<file path="config.mk">
export PLATFORM = sky130hd
export DESIGN_NAME = armleocpu_tlb_asid
export DESIGN_NICKNAME = d
export VERILOG_FILES = /design/src/rtl/armleocpu_tlb_asid.sv
export SDC_FILE = /design/constraint.sdc
export NUM_CORES = 1
export LEC_CHECK = 0
export ABC_AREA = 1
export BUFFER_PORTS_ARGS = -buffer_cell sky130_fd_sc_hd__buf_2
export CAP_MARGIN = 25
export CORE_ASPECT_RATIO = 1.5
export CORE_MARGIN = 4
export CORE_UTILIZATION = 43
export DETAILED_ROUTE_END_ITERATION = 10
export GPL_TIMING_DRIVEN = 0
export PLACE_DENSITY = 0.56
export SLEW_MARGIN = 20
export SYNTH_ARGS = -nofsm -noshare
export SYNTH_HDL_FRONTEND = slang
export SYNTH_SLANG_ARGS = --single-unit
</file>
<file path="constraint.sdc">
create_clock -name clk -period 10.04 [get_ports clk]
set_clock_uncertainty 0.15 [all_clocks]
set_input_delay 3.012 -clock clk [delete_from_list [all_inputs] [get_ports clk]]
set_output_delay 3.012 -clock clk [all_outputs]
set_load 0.1 [all_outputs]
</file>
<file path="src/rtl/armleocpu_tlb_asid.sv">
// Set-associative, ASID-tagged TLB for Sv32 leaf translations with per-set
// round-robin replacement and SFENCE.VMA-style selective flushes.
module armleocpu_tlb_asid #(
  parameter int ENTRIES_W = 1,
  parameter int WAYS      = 3,
  parameter int ASID_W    = 9,
  localparam int WAYS_W   = (WAYS > 1) ? $clog2(WAYS) : 1
) (
  input  logic              clk,
  input  logic              rst_n,
  input  logic [2:0]        cmd,
  input  logic [19:0]       vaddr_input,
  input  logic [ASID_W-1:0] asid_input,
  input  logic [7:0]        new_entry_metadata_input,
  input  logic [21:0]       new_entry_ptag_input,
  output logic              busy,
  output logic              hit,
  output logic [7:0]        resolve_metadata_output,
  output logic [21:0]       resolve_ptag_output,
  output logic [WAYS_W-1:0] resolve_way
);

  localparam int SETS  = 1 << ENTRIES_W;
  localparam int TAG_W = 20 - ENTRIES_W;

  localparam logic [2:0] CMD_RESOLVE   = 3'd1;
  localparam logic [2:0] CMD_NEW_ENTRY = 3'd2;
  localparam logic [2:0] CMD_INV_ALL   = 3'd3;
  localparam logic [2:0] CMD_INV_VADDR = 3'd4;
  localparam logic [2:0] CMD_INV_ASID  = 3'd5;

  typedef enum logic {IDLE, WALK} state_t;

  state_t state_q, state_d;
  logic [ENTRIES_W-1:0] walkSet_q, walkSet_d;
  logic [ASID_W-1:0]    walkAsid_q, walkAsid_d;

  logic              valid_q  [SETS][WAYS];
  logic [TAG_W-1:0]  tag_q    [SETS][WAYS];
  logic [ASID_W-1:0] asid_q   [SETS][WAYS];
  logic [7:0]        meta_q   [SETS][WAYS];
  logic [21:0]       ptag_q   [SETS][WAYS];
  logic [WAYS_W-1:0] victim_q [SETS];

  logic              hit_q;
  logic [7:0]        resMeta_q;
  logic [21:0]       resPtag_q;
  logic [WAYS_W-1:0] resWay_q;

  logic                 accept;
  logic [ENTRIES_W-1:0] cmdSet;
  logic [TAG_W-1:0]     cmdTag;
  logic                 matchHit;
  logic [WAYS_W-1:0]    matchWay;

  assign accept = (state_q == IDLE);
  assign cmdSet = vaddr_input[ENTRIES_W-1:0];
  assign cmdTag = vaddr_input[19:ENTRIES_W];

  always_ff @(posedge clk or negedge rst_n) begin
    if (!rst_n) begin
      state_q    <= IDLE;
      walkSet_q  <= '0;
      walkAsid_q <= '0;
    end else begin
      state_q    <= state_d;
      walkSet_q  <= walkSet_d;
      walkAsid_q <= walkAsid_d;
    end
  end

  always_comb begin
    state_d    = state_q;
    walkSet_d  = walkSet_q;
    walkAsid_d = walkAsid_q;
    case (state_q)
      IDLE: if (cmd == CMD_INV_ASID) begin
        state_d    = WALK;
        walkSet_d  = '0;
        walkAsid_d = asid_input;
      end
      WALK: begin
        if (walkSet_q == ENTRIES_W'(SETS - 1)) state_d = IDLE;
        else walkSet_d = walkSet_q + 1'b1;
      end
      default: state_d = IDLE;
    endcase
  end

  always_comb begin
    busy = (state_q == WALK);
  end

  // Descending scan so the lowest matching way is the one that sticks.
  always_comb begin
    matchHit = 1'b0;
    matchWay = '0;
    for (int w = WAYS - 1; w >= 0; w--) begin
      if (valid_q[cmdSet][w] && (tag_q[cmdSet][w] == cmdTag) &&
          (meta_q[cmdSet][w][5] || (asid_q[cmdSet][w] == asid_input))) begin
        matchHit = 1'b1;
        matchWay = WAYS_W'(w);
      end
    end
  end

  always_ff @(posedge clk or negedge rst_n) begin
    if (!rst_n) begin
      for (int s = 0; s < SETS; s++) begin
        victim_q[s] <= '0;
        for (int w = 0; w < WAYS; w++) valid_q[s][w] <= 1'b0;
      end
    end else if (state_q == WALK) begin
      for (int w = 0; w < WAYS; w++) begin
        if (valid_q[walkSet_q][w] && !meta_q[walkSet_q][w][5] &&
            (asid_q[walkSet_q][w] == walkAsid_q))
          valid_q[walkSet_q][w] <= 1'b0;
      end
    end else begin
      case (cmd)
        CMD_NEW_ENTRY: begin
          valid_q[cmdSet][victim_q[cmdSet]] <= 1'b1;
          victim_q[cmdSet] <= (victim_q[cmdSet] == WAYS_W'(WAYS - 1)) ? '0
                              : victim_q[cmdSet] + 1'b1;
        end
        CMD_INV_ALL: begin
          for (int s = 0; s < SETS; s++)
            for (int w = 0; w < WAYS; w++) valid_q[s][w] <= 1'b0;
        end
        CMD_INV_VADDR: begin
          for (int w = 0; w < WAYS; w++)
            if (tag_q[cmdSet][w] == cmdTag) valid_q[cmdSet][w] <= 1'b0;
        end
        default: ;
      endcase
    end
  end

  // Entry payload needs no reset: it is only observed behind a valid bit.
  always_ff @(posedge clk) begin
    if (accept && (cmd == CMD_NEW_ENTRY)) begin
      tag_q[cmdSet][victim_q[cmdSet]]  <= cmdTag;
      asid_q[cmdSet][victim_q[cmdSet]] <= asid_input;
      meta_q[cmdSet][victim_q[cmdSet]] <= new_entry_metadata_input;
      ptag_q[cmdSet][victim_q[cmdSet]] <= new_entry_ptag_input;
    end
  end

  always_ff @(posedge clk or negedge rst_n) begin
    if (!rst_n) begin
      hit_q     <= 1'b0;
      resMeta_q <= '0;
      resPtag_q <= '0;
      resWay_q  <= '0;
    end else if (accept && (cmd == CMD_RESOLVE)) begin
      hit_q     <= matchHit;
      resMeta_q <= matchHit ? meta_q[cmdSet][matchWay] : 8'h00;
      resPtag_q <= matchHit ? ptag_q[cmdSet][matchWay] : 22'h0;
      resWay_q  <= matchWay;
    end
  end

  assign hit                     = hit_q;
  assign resolve_metadata_output = resMeta_q;
  assign resolve_ptag_output     = resPtag_q;
  assign resolve_way             = resWay_q;

endmodule
</file>
==> Word-level counts from Yosys, hierarchy flattened <==
Memory sizes are Yosys's and may differ from the RTL's.
Index checks and enable logic that the tools add are counted.
{ "word_totals": {"ramBits": 348, "mem_count": 4, "word_cells": 164, "ff_bits": 54, "in_bits": 64} }
{ "op_classes": {"eq_ne": 16, "mux": 76, "n_reduce_logical": 26, "n_lt_le_gt_ge": 7, "addsub": 2, "bitwise_logic": 18} }
{ "mem_list": {"columns": ["memory", "depth", "word_bits", "read_ports", "rd_clocked_by_memory_dff", "write_ports", "line_no", "text"], "rows": [
  ["ptag_q", 2, 66, 1, 0, 1, "42", "logic [21:0] ptag_q [SETS][WAYS];"],
  ["tag_q", 2, 57, 1, 0, 1, "39", "logic [TAG_W-1:0] tag_q [SETS][WAYS];"],
  ["asid_q", 2, 27, 2, 0, 1, "40", "logic [ASID_W-1:0] asid_q [SETS][WAYS];"],
  ["meta_q", 2, 24, 2, 0, 1, "41", "logic [7:0] meta_q [SETS][WAYS];"]
]} }
{ "ops": {"columns": ["operator", "count"], "rows": [
  ["$mux 22", 4],
  ["$mux 6", 13],
  ["$mux 66", 1],
  ["$eq 19x19->1", 3],
  ["$mux 57", 1],
  ["$eq 9x9->1", 6],
  ["$bmux 22 s2", 1],
  ["$demux 22 s2", 1],
  ["$demux 19 s2", 1],
  ["$and 6x6->6", 6],
  ["$not 6->6", 6],
  ["$mux 8", 4],
  ["$mux 27", 1],
  ["$mux 3", 9],
  ["$mux 24", 1],
  ["$demux 3 s1", 7],
  ["$mux 2", 10],
  ["$mux 19", 1],
  ["$demux 9 s2", 1],
  ["$pmux 6 s3", 1],
  ["$logic_and 1x1->1", 17],
  ["$bmux 8 s2", 1],
  ["$demux 8 s2", 1],
  ["$mux 1", 11],
  ["24 further kinds", 37]
]} }

==> Longest topological paths before layout <==
{ "logic_depth": {"depth_word": 18, "depth_mapped": 21, "ltp_nobuf": 17} }

==> Worst setup path before layout <==
No wires, ideal clock.
{ "synth_path": {"path_type": "in2reg", "start": "input vaddr_input[0]", "end": "memory asid_q[0][0] (netlist name) (enable)", "stages": 8, "slack_ns": 1.032, "path_buffers": 6, "arrival_time_ns": 8.313, "setup_time_ns": 0.545, "cell_sequence": "buf_4 > buf_4 > buf_2 > buf_2 > clkbuf_1 > buf_2 > a221o_1 > nor3_1"} }
{ "synth_between": {"elab_chain_len": 10, "elab_cells_between_ends": 11, "classes_between": "2 x order compare; 6 x mux; 2 x bitwise; 1 x reduce/logical"} }
{ "synth_rtl": {"columns": ["element", "line_no", "text"], "rows": [
  ["start: declaration", "12", "input logic [19:0] vaddr_input,"],
  ["$not 1->2 (implied by the code)", "143", "asid_q[cmdSet][victim_q[cmdSet]] <= asid_input;"],
  ["$mux 2 (implied by the code) (3 in a row)", "143", null],
  ["$not 2->3 (implied by the code)", "143", null],
  ["$ge 3x3->1 (implied by the code) / $lt 3x1->1 (equally long branches)", "143", null],
  ["$logic_and 1x1->1 (implied by the code)", "143", null],
  ["$mux 9 (implied by the code)", "143", null],
  ["$demux 9 s2", "143", null],
  ["$mux 27 (implied by the code)", "143", null],
  ["end: declaration", "40", null]
]} }
Several ways; a longest one is shown, not always the timed one. The select of a mux whose other input is x is not followed.

==> Final worst setup path <==
{ "layout_path": {"start": "input vaddr_input[0]", "end": "memory tag_q[0][4] (netlist name) (enable)"} }
{ "layout_between": {"elab_chain_len": 10, "elab_cells_between_ends": 11, "classes_between": "2 x order compare; 6 x mux; 2 x bitwise; 1 x reduce/logical"} }
{ "layout_rtl": {"columns": ["element", "line_no", "text"], "rows": [
  ["$not 1->2 (implied by the code)", "142", "tag_q[cmdSet][victim_q[cmdSet]] <= cmdTag;"],
  ["$mux 2 (implied by the code) (3 in a row)", "142", null],
  ["$not 2->3 (implied by the code)", "142", null],
  ["$ge 3x3->1 (implied by the code) / $lt 3x1->1 (equally long branches)", "142", null],
  ["$logic_and 1x1->1 (implied by the code)", "142", null],
  ["$mux 19 (implied by the code)", "142", null],
  ["$demux 19 s2", "142", null],
  ["$mux 57 (implied by the code)", "142", null],
  ["end: declaration", "39", null]
]} }
Several ways; a longest one is shown, not always the timed one. The select of a mux whose other input is x is not followed.

==> metrics.cfg <==
[run_status]
status = completed

[cts]
path_clk_slew_ns = 0.06
cts.repair.resized = 0
cts_buffers = 40
cts_hold_buf = 0
cts_tree = done
cts_root_buf = clkbuf_16
clk_latency_ns = 0.55
cts.sinks = 402
htree_levels = 2
cts_setup_buffers = 0
max-clock-path-buffers = 3

[pwr]
power.total_w = 0.00392
power.leakage_nw = 9.21
pwr_density_cell_nw_per_um2 = 185
ir_drop_v = 0.000128

[global_routing]
gr-usage-all-layers_pct = 22.3
grt_pass1_wl_mm = 77.8
grt_max_degree = 44
grt_pass1_vias = 13300
antenna_found_initial = 2
overflow = 0

[timing]
min_period_ns = 6.21
worst_slack_ns = 3.83
slew_headroom_pct = 44.3
setup_violations = 0
period_share_pct = 61.9
whs_ns = 0.325
timing_hold_violations_final = 0
rsz0062_at_grt = false
setup_tns_ns = 0
max_freq_mhz = 161
tightest_slew_ns = 0.836
slew_viol_final = 0

[yosys]
synth_seq_area_share_pct = 64.8
avgSynthCellArea_um2 = 9.86
synthTopCellsByCount = nand2_1, edfxtp_1, nand3_1
ys_top_cells_by_area = edfxtp_1, nand2_1, dfrtp_1
synthCells = 1847
synthesis.area_um2 = 18200
ys_ff_latch = 402
ys_warn_count = 0
ys_types = 35
synth_top_area_share_pct = 57.4
synth-edff-count = 348
yosysTopAreaCell = edfxtp_1
syn_nets = 1911
yosysMostFrequentCell = nand2_1
ys.flop_type = edfxtp_1
async_reset_ff_share_pct = 13.4

[drt]
routedWlPerCell_um = 19.9
final_antenna_net_count = 0
drt_first_pass_iters = 5
num_vias = 13700
routed_wl_mm = 51.9
drt_iter0_drc = 1008
vias_per_cell = 5.25
drcViolationCount = 0

[worst_setup_path]
crit_path_end_kind = flip-flop
cp.buffers_inverters = 9
crit_family = buffers and inverters
cp_data_required_time_ns = 10.15
arrival_ns = 6.32
max_stage_delay_ns = 0.60
crit_type = primary input to flip-flop
path_cells = buf_4 -> buf_4 -> buf_2 -> buf_2 -> clkbuf_1 -> nand2_1 -> a221o_1 -> nor3_2 -> buf_6 -> buf_6 -> buf_6 -> buf_4
critPathMaxFanout = 10
critical_path.slowest_cell = nor3_2
start_kind = primary input

[place]
place_inst = 2535
gp_congestion = 0.891
dp_slack_ns = 3.27
dp_hpwl_mm = 36.1
numPortBuffers = 96

[die]
ios = 98
dieWidth_um = 176
start_util_pct = 43.4
dieArea_um2 = 45800
rows = 92
die_h_um = 260
coreArea_um2 = 42000

[layout]
drive_above_1_share_pct = 12.1
antenna_cells = 0
fin_cells = 2609
syn2layout_area_growth_pct = 16.4
fin_nets = 2077

[hold_path]
hold_path.class = flip-flop to flip-flop

[run]
maxCapViolCount = 0

[power breakdown]
part	internal [W]	switching, W
registers	0.00188	0.0000403
clock network	0.000879	0.000655
logic	0.000139	0.000327
total	0.00290	0.00102
[per-stage QoR]
stage / area [um2] / utilization [%]
floorplan: 18200 / -
global placement: 19400 / 46.2
detailed placement: 19900 / 47.3
CTS: 21200 / 50.5
global route: 21200 / 50.5
finish: 21200 / 50.5
[kinds of logic (layout without fill, tap and decap cells)]
kind of cell	Yosys count	count (layout)	share of synthesized area, %
and+or+nand+nor	1125	1125	25.4
buffers and inverters	189	387	4.56
xor gates and xnor gates	24	24	1.15
AOI/OAI and AO/OA	76	76	2.36
muxes	31	31	1.70
DFF	402	402	64.8
[placed cells by master, fill, tap and decap left out, drive strengths merged, types with 31 or more instances in the layout]
cell type    n
nand2      790
edfxtp     348
nand3      199
buf        172
inv        114
nor2        73
clkbuf      73
dfrtp       54
o21ai       52
nand4       47
mux2i       31
[area by class of cell]
type | count | area [um2]
Tap cell | 564 | 706
Inverter | 114 | 435
Clock inverter | 28 | 272
Timing Repair Buffer | 124 | 908
Fill cell | 3813 | 20800
Buffer | 75 | 400
Multi-Input combinational cell | 1256 | 5610
Sequential cell | 402 | 11800
Clock buffer | 46 | 1080
[flip-flops by register name, indices dropped and copies added (netlist names), 2 cells and up]
signal	count
asid_q	54
meta_q	48
ptag_q	132
resolve_metadata_output	8
resolve_ptag_output	22
resolve_way	2
tag_q	114
valid_q	6
victim_q	4
walkAsid_q	9
[worst reg2reg max path, delay by kind of cell (launching register included)]
family                 cells  cell delay, ns
buffers and inverters      6            1.21
flip-flops                 1            0.44
AND/OR/NAND/NOR            2            1.24
[per-layer routing]
metal | vias up | GRT usage (%) | share of wire (%)
met2 | 397 | 41.1 | 52
met4 | 4 | 9.06 | 4.1
met1 | 6628 | 26.3 | 39
li1 | 6547 | - | -
met3 | 114 | 2.79 | 4.6
met5 | - | 0 | 0.050
[final timing paths]
path | cells after the start | end | slack (ns) | startpoint
worst max-delay path | 12 | tag_q[0][4] | 3.83 | vaddr_input[0]
worst min-delay path | 2 | resolve_metadata_output[4] | 0.33 | resolve_metadata_output[4]
worst max register to register | 8 | tag_q[0][4] | 6.72 | busy
worst min register to register | 2 | resolve_metadata_output[4] | 0.33 | resolve_metadata_output[4]
max in group asynchronous | 2 | resolve_ptag_output[9] | 7.04 | rst_n
min in group asynchronous | 1 | resolve_metadata_output[0] | 2.16 | rst_n
(Power assumes the default switching activity.)
